[src/rtl/fifo_defs.vh]
// Shared FIFO definitions: capacity macro and read-mode selectors, reused by FIFO variants.
`ifndef FIFO_DEFS_VH
`define FIFO_DEFS_VH

`define FIFO_DEPTH(aw) (1 << (aw))
`define FIFO_STD  0
`define FIFO_FWFT 1

`endif

[src/rtl/sync_fifo_level_pkg.sv]
// Types and helpers shared by the single-clock level-tracking FIFO.
package sync_fifo_level_pkg;

  // Encoding is {push, pop}, so the helper below is a plain cast.
  typedef enum logic [1:0] {
    OP_IDLE = 2'b00,
    OP_POP  = 2'b01,
    OP_PUSH = 2'b10,
    OP_BOTH = 2'b11
  } fifo_op_e;

  function automatic fifo_op_e fifo_op(input logic push, input logic pop);
    return fifo_op_e'({push, pop});
  endfunction

endpackage

[src/rtl/sync_fifo_mem.sv]
// Simple dual-port single-clock RAM with registered, enabled read; infers block RAM.
module sync_fifo_mem #(
  parameter int data_width = 16,
  parameter int addr_width = 8
) (
  input  logic                  clk,
  input  logic                  we,
  input  logic [addr_width-1:0] waddr,
  input  logic [data_width-1:0] wdata,
  input  logic                  re,
  input  logic [addr_width-1:0] raddr,
  output logic [data_width-1:0] rdata
);

  logic [data_width-1:0] mem_reg [0:(1 << addr_width)-1];
  logic [data_width-1:0] rdata_reg;

  // No reset on the array or read register so the tools can map both into the RAM primitive.
  always_ff @(posedge clk) begin
    if (we) begin
      mem_reg[waddr] <= wdata;
    end
    if (re) begin
      rdata_reg <= mem_reg[raddr];
    end
  end

  assign rdata = rdata_reg;

endmodule

[src/rtl/sync_fifo_level.sv]
// Single-clock FIFO with exact fill level, programmable almost flags, optional FWFT read
// and sticky overflow/underflow flags.
`include "fifo_defs.vh"

module sync_fifo_level
  import sync_fifo_level_pkg::*;
#(
  parameter int data_width    = 16,
  parameter int addr_width    = 8,
  parameter int fwft          = 0,
  parameter int afull_thresh  = (1 << addr_width) - 4,
  parameter int aempty_thresh = 4
) (
  input  logic                  clk,
  input  logic                  rst_n,
  input  logic [data_width-1:0] wdata,
  input  logic                  winc,
  output logic                  wfull,
  output logic                  walmost_full,
  input  logic                  rinc,
  output logic [data_width-1:0] rdata,
  output logic                  rempty,
  output logic                  ralmost_empty,
  output logic [addr_width:0]   level,
  output logic                  overflow,
  output logic                  underflow,
  input  logic                  err_clr
);

  localparam logic [addr_width:0] depth_lv = (addr_width + 1)'(`FIFO_DEPTH(addr_width));
  localparam bit is_fwft = (fwft == `FIFO_FWFT);

  logic [addr_width:0]   wptr_reg, rptr_reg, level_reg;
  logic                  wfull_reg, walmost_full_reg, rempty_reg, ralmost_empty_reg;
  logic                  overflow_reg, underflow_reg;
  logic                  shown_reg;

  logic                  wr_accept, rd_accept, mem_rd_en;
  logic [addr_width:0]   mem_count, level_next;
  logic                  stage_valid_next, rempty_next;
  logic [data_width-1:0] mem_rdata;

  sync_fifo_mem #(
    .data_width(data_width),
    .addr_width(addr_width)
  ) u_mem (
    .clk  (clk),
    .we   (wr_accept),
    .waddr(wptr_reg[addr_width-1:0]),
    .wdata(wdata),
    .re   (mem_rd_en),
    .raddr(rptr_reg[addr_width-1:0]),
    .rdata(mem_rdata)
  );

  always_comb begin
    wr_accept = winc & ~wfull_reg;
    rd_accept = rinc & ~rempty_reg;
    mem_count = wptr_reg - rptr_reg;

    // In FWFT mode the RAM read register is the output stage: refill it when it is empty or being popped.
    if (is_fwft) begin
      mem_rd_en = (mem_count != '0) && (rempty_reg || rd_accept);
    end else begin
      mem_rd_en = rd_accept;
    end

    unique case (fifo_op(wr_accept, rd_accept))
      OP_PUSH: level_next = level_reg + 1'b1;
      OP_POP:  level_next = level_reg - 1'b1;
      default: level_next = level_reg;
    endcase

    stage_valid_next = mem_rd_en | (~rempty_reg & ~rd_accept);
    rempty_next      = is_fwft ? ~stage_valid_next : (level_next == '0);
  end

  always_ff @(posedge clk) begin
    if (!rst_n) begin
      wptr_reg          <= '0;
      rptr_reg          <= '0;
      level_reg         <= '0;
      wfull_reg         <= 1'b0;
      walmost_full_reg  <= (afull_thresh <= 0);
      rempty_reg        <= 1'b1;
      ralmost_empty_reg <= 1'b1;
      overflow_reg      <= 1'b0;
      underflow_reg     <= 1'b0;
      shown_reg         <= 1'b0;
    end else begin
      if (wr_accept) wptr_reg <= wptr_reg + 1'b1;
      if (mem_rd_en) rptr_reg <= rptr_reg + 1'b1;
      if (mem_rd_en) shown_reg <= 1'b1;
      level_reg         <= level_next;
      wfull_reg         <= (level_next == depth_lv);
      walmost_full_reg  <= (32'(level_next) >= afull_thresh);
      ralmost_empty_reg <= (32'(level_next) <= aempty_thresh);
      rempty_reg        <= rempty_next;
      // A new rejected request outranks a same-edge clear.
      overflow_reg      <= (winc & wfull_reg) | (overflow_reg & ~err_clr);
      underflow_reg     <= (rinc & rempty_reg) | (underflow_reg & ~err_clr);
    end
  end

  assign wfull         = wfull_reg;
  assign walmost_full  = walmost_full_reg;
  assign rempty        = rempty_reg;
  assign ralmost_empty = ralmost_empty_reg;
  assign level         = level_reg;
  assign overflow      = overflow_reg;
  assign underflow     = underflow_reg;
  // Stale RAM output is hidden until the first read after reset.
  assign rdata         = shown_reg ? mem_rdata : '0;

endmodule

[config.mk]
export PLATFORM = sky130hd
export DESIGN_NAME = sync_fifo_level
export DESIGN_NICKNAME = d
export VERILOG_FILES = /design/src/rtl/sync_fifo_level_pkg.sv /design/src/rtl/sync_fifo_mem.sv /design/src/rtl/sync_fifo_level.sv
export VERILOG_INCLUDE_DIRS = /design/src /design/src/rtl
export SDC_FILE = /design/constraint.sdc
export NUM_CORES = 2
export LEC_CHECK = 0
export ABC_AREA = 0
export CORE_ASPECT_RATIO = 1.4
export CORE_MARGIN = 2
export CORE_UTILIZATION = 53
export CTS_BUF_LIST = sky130_fd_sc_hd__clkbuf_8
export CTS_CLUSTER_SIZE = 10
export DETAILED_ROUTE_END_ITERATION = 8
export PLACE_DENSITY_LB_ADDON = 0.15
export SYNTH_ARGS = -nofsm -noshare
export SYNTH_HDL_FRONTEND = slang
export SYNTH_SLANG_ARGS = --single-unit
[constraint.sdc]
create_clock -name clk -period 3.5 [get_ports clk]
set_clock_uncertainty 0.15 [all_clocks]
set_input_delay 0.525 -clock clk [delete_from_list [all_inputs] [get_ports clk]]
set_output_delay 0.525 -clock clk [all_outputs]
set_load 0.03 [all_outputs]
# --- After elaboration in Yosys (flattened, before gate mapping) ---
# Memories as Yosys holds them, arrays and structs flattened. A register that Yosys moved wholly into a read port is not among the register bits.
# Cells that the tools add are included.
word_totals:
  ff_bits: 34
  ramBits: 4096
  out_inout_bits: 31
  word_cells: 36
  mem_count: 1
op_classes:
  n_addsub: 4
  magnitude_cmp: 2
  eq_ne: 3
  muxes: 4
  bitwise: 11
  n_reduce_logical: 1
mem_list:
  columns: ["name", "depth", "word_bits", "rd", "rd_ports_with_merged_regs", "write_ports", "line_no", "text"]
  rows:
  - ["u_mem.mem_reg", 256, 16, 1, 1, 1, "sync_fifo_mem.sv:15", "logic [data_width-1:0] mem_reg [0:(1 << addr_width)-1];"]
op_table:
  columns: ["operator", "n"]
  rows:
  - ["$add 9x1->9 const B", 3]
  - ["$pmux 9 s2", 1]
  - ["$mux 16", 1]
  - ["$eq 9x9->1 const B", 1]
  - ["$ge 9x8->1 const B", 1]
  - ["$le 9x3->1 const B", 1]
  - ["$logic_not 9->1", 1]
  - ["$sub 9x1->9 const B", 1]
  - ["$and 1x1->1", 6]
  - ["$not 1->1", 3]
  - ["$eq 2x1->1 const B", 1]
  - ["$eq 2x2->1 const B", 1]
  - ["$mux 1", 2]
  - ["$or 1x1->1", 2]

# --- Logic depth before layout (Yosys ltp) ---
depth:
  depth_word: 5
  depth_mapped: 15
  depth_no_buf: 12

# --- Modules after synthesis ---
# Synthesis repeated with hierarchy kept, for this count alone.
hier_totals:
  hier_cells: 7602
  area_unflattened_um2: 160928.1
by_module_without_submodules:
  columns: ["mod", "n_inst", "cells_per_inst", "area_each_um2", "seq_area_each_um2"]
  rows:
  - ["sync_fifo_mem", 1, 7360, 158874.9, 123478.4]
  - ["sync_fifo_level", 1, 242, 2053.2, 640.6]

# --- Worst setup path before layout ---
# OpenSTA, ideal clock, no wires.
synth_path:
  path_kind: "register to register"
  startpoint: "register rempty_reg, in the netlist rempty"
  endpoint: "register ralmost_empty_reg, in the netlist ralmost_empty"
  setup_ns: 0.101
  arrival_ns: 3.132
  required_ns: 3.249
  setup_slack_ns: 0.117
  stages_incl_launch_ff: 15
  path_buffers: 3
  cell_sequence: "dfxtp_1 nand2b_1 clkbuf_1 inv_1 buf_2 nand2_1 buf_2 xnor2_1 ha_1 o21ai_0 a22oi_1 or3_1 a21o_1 xnor2_1 o41ai_1"
synth_between:
  elab_chain_cells: 5
synth_rtl:
  columns: ["element", "line_no", "text"]
  rows:
  - ["start, declared", "sync_fifo_level.sv:34", "logic wfull_reg, walmost_full_reg, rempty_reg, ralmost_empty_reg;"]
  - ["start signal, assigned", "sync_fifo_level.sv:98", "rempty_reg <= rempty_next;"]
  - ["$not 1->1 *", null, null]
  - ["$and 1x1->1 *", "sync_fifo_level.sv:58", "rd_accept = rinc & ~rempty_reg;"]
  - ["via mem_rd_en", "sync_fifo_level.sv:38", "logic wr_accept, rd_accept, mem_rd_en;"]
  - ["$eq 2x1->1 / $eq 2x2->1 (equally long branches)", "sync_fifo_level.sv:68", "unique case (fifo_op(wr_accept, rd_accept))"]
  - ["$pmux 9 s2 *", "sync_fifo_level.sv:68", null]
  - ["$le 9x3->1 *", "sync_fifo_level.sv:97", "ralmost_empty_reg <= (32'(level_next) <= aempty_thresh);"]
  - ["end signal, assigned", "sync_fifo_level.sv:97", null]
  - ["end, declared", "sync_fifo_level.sv:34", null]
# Mark *: on every way through the listed nets, which the timed path passes. The rest lies on a longest branch.
# A chain may end at the register's enable or synchronous reset.

==> impl_metrics.py <==
metrics = {
    "logic_synthesis": {
        "synth_warnings": 0,
        "synth.avg_cell_area_um2": 23.4,
        "yosysTopAreaCell": "edfxtp_1",
        "async_reset_ff_share_pct": 0,
        "syn_nets": 6828,
        "synth_area_um2": 159000,
        "synth.most_common_cell": "edfxtp_1",
        "yosysSeqAreaShare_pct": 78.0,
        "synthFlopType": "edfxtp_1",
        "synth_edf_count": 4112,
        "ys_types": 61,
        "yosys-top-cells-count": "edfxtp_1 (4112), mux4_2 (1192), nor2_1 (316), clkbuf_1 (155)",
        "synth.ff_latch_count": 4144,
        "synth.area.top_cells": "edfxtp_1 (78%), mux4_2 (17%), mux2i_1 (0.81%)",
        "synth_top_cell_area_share_pct": 77.5,
        "synthCells": 6800,
    },
    "timing": {
        "drv_slew": 0,
        "rsz0062_at_grt": "true",
        "setup_violations": 3,
        "finalCritPeriodShare_pct": 101,
        "setup_slack_ns": -0.0342,
        "finalHoldViolCount": 0,
        "fin_crit_ns": 3.53,
        "worstMarginPinSlew_ns": 1.11,
        "max-slew-margin-rel_pct": 26.0,
        "max_freq_ghz": 0.283,
    },
    "detailed_routing": {
        "ant_nets": 0,
        "first_pass_iters": 6,
        "first_iter_violations": 10300,
        "drt_wl_total_um": 444000,
        "via_per_inst": 6.40,
        "num_vias": 79800,
        "drc_errors": 0,
        "wire_per_inst_um": 35.6,
    },
    "worst_setup_path": {
        "endpoint_kind": "flop",
        "crit_family": "buffers and inverters",
        "crit_chain": "buf_12 > buf_16 > buf_12 > buf_4 > nor2b_4 > buf_6 > a22oi_1 > nand4_1 > nand3_1 > or3_1 > o221ai_2 > buf_4 > a21oi_1",
        "worst-path-buf-inv": 6,
        "critPathMaxStageDelay_ns": 0.53,
        "worstSetupPathType": "reg -> reg",
        "arrival_ns": 4.21,
        "slowest_stage": "or3_1",
        "path_max_fanout": 8,
        "critical_path_required_ns": 4.17,
        "critPathLaunchType": "flop",
    },
    "floorplan": {
        "fp-row-count": 238,
        "initial_utilization_pct": 53.2,
        "die_w_um": 467,
        "die_h_um": 653,
        "core_area_um2": 300000,
        "dieArea_um2": 305000,
        "ios": 52,
    },
    "cts": {
        "clockBufferDepth": 4,
        "clkLatencyLatePin_ns": 1.08,
        "clk_pin_slew_ns": 0.06,
        "clock-sinks": 4144,
        "tritoncts": "built",
        "cts_buffers": 608,
        "ctsRootBufferMaster": "clkbuf_8",
        "cts.htree.levels": 6,
    },
    "min_path": {
        "hold_path.class": "in -> reg",
    },
    "layout": {
        "num-fill-cells": 20500,
        "final_nets": 8083,
        "drive_above_1_share_pct": 37.8,
        "postLayoutCoreUtil_pct": 61.8,
        "largest_register_ffs": 4096,
        "area_growth_pct": 16.2,
    },
    "pwr": {
        "internal-power_mw": 77.9,
        "pwr-share-clk_pct": 35.0,
        "comb_power_share_pct": 11.0,
        "cellLeakagePower_nw": 57.7,
        "seq_power_share_pct": 54.0,
        "netSwitchingFraction_pct": 23.3,
        "p_per_area_nw_per_um2": 549,
        "finalPower_mw": 102,
        "p_sw_mw": 23.6,
        "peakVddDrop_mv": 0.275,
    },
    "global_route": {
        "grt_util_met2_pct": 48.2,
        "antenna_found_initial": 21,
        "first_global_vias": 81400,
        "grt_max_degree": 124,
        "grtUsageMet3_pct": 5.58,
        "gr-total-overflow": 0,
        "grtUsageMet1_pct": 37.9,
        "grt_pass1_wl_um": 619000,
        "grt_use_total_pct": 29.2,
        "top_usage_layer": "met2",
    },
    "run": {
        "cap_violations": 0,
    },
    "place": {
        "hpwl_um": 272000,
        "gp_congestion": 0.878,
        "io_buffers": 51,
    },
    "outcome": {
        "violations": "setup timing",
        "status": "finished, violations left",
    },
}
[cell usage in the layout, fill, tap and decap left out, drive strengths merged, types with 19 or more instances in the layout]
| cell type | instances |
|---|---|
| inv | 197 |
| clkinv | 212 |
| mux4 | 1192 |
| buf | 961 |
| clkdlybuf4s50 | 35 |
| clkbuf | 649 |
| nand2 | 94 |
| a221oi | 21 |
| nand3 | 50 |
| dfxtp | 32 |
| edfxtp | 4112 |
| a21oi | 76 |
| o22ai | 19 |
| o21ai | 44 |
| a22oi | 70 |
| and2 | 26 |
| nor3 | 19 |
| nor2 | 316 |
| mux2i | 129 |
[per-layer routing]
| metal | vias to the layer above | part of all wire (%) |
|---|---|---|
| li1 | 31700 | - |
| met1 | 43100 | 37 |
| met2 | 4095 | 50 |
| met3 | 877 | 8.1 |
| met4 | 10 | 5.0 |
| met5 | - | 0.011 |
[through the flow]
step | worst slack [ns] | hold slack (ns) | setup TNS (ns) | instances | area, um^2
5_1_grt | -0.0836 | 0.0846 | -0.143 | 12500 | 185000
3_3_place_gp | -0.759 | 0.334 | -4.82 | 11300 | 172000
4_1_cts | -0.0405 | 0.0121 | -0.132 | 12400 | 185000
6_report | -0.0342 | 0.0554 | -0.0498 | 12500 | 185000
2_1_floorplan | 0.117 | 0.332 | 0 | 6800 | 159000
3_5_place_dp | -0.750 | 0.375 | -4.86 | 11300 | 172000
[kinds of logic (layout without fill, tap and decap cells)]
group                      Yosys count  in the layout  synth area share, %
AOI/OAI and AO/OA                  311            311                 1.31
xor gates and xnor gates            20             20                0.110
adders and majority gates            7              7               0.0550
buffers and inverters              404           2100                 1.22
DFF                               4144           4144                 78.0
muxes                             1334           1334                 17.8
other                                0             14                    0
and+or+nand+nor                    580            580                 1.59
[power by group through the flow]
stage / Sequential, mW / Combinational, mW / Clock (mW)
5_1_grt: 54.8 / 11.7 / 38.1
3_5_place_dp: 55.9 / 10.4 / 0
4_1_cts: 54.8 / 11.1 / 36.1
3_3_place_gp: 55.9 / 10.3 / 0
6_report: 54.8 / 11.2 / 35.5
2_1_floorplan: 55.8 / 6.19 / 0
[cell type report]
class	count	area (um^2)	area share [%]
flip-flops and latches	4144	124000	67.1
multi-input cells	2252	34200	18.5
repair buffers	1036	10900	5.92
clock buffers	631	8680	4.69
well taps	3960	4950	2.68
clock inverters	420	2040	1.10
inverters	13	51.3	0.0277
diodes	14	35.0	0.0189
[what timing repair did]
action	in CTS	in global routing
hold buffers	16	0
endpoints found under the setup margin	16	16
resized for setup	130	47
pin swaps	19	16
cloned	12	2
endpoints found under the hold margin	397	0
setup buffers	42	19
[worst paths after layout]
path	slack (ns)	start	to	cells past startpoint
hold / removal	0.06	wdata[2]	u_mem.mem_reg[127][2]	1
hold reg to reg	0.37	overflow	overflow	2
setup reg to reg	-0.03	rptr_reg[0]	u_mem.rdata[14]	13
setup / recovery	-0.03	rptr_reg[0]	u_mem.rdata[14]	13
(Power assumes the default switching activity.)
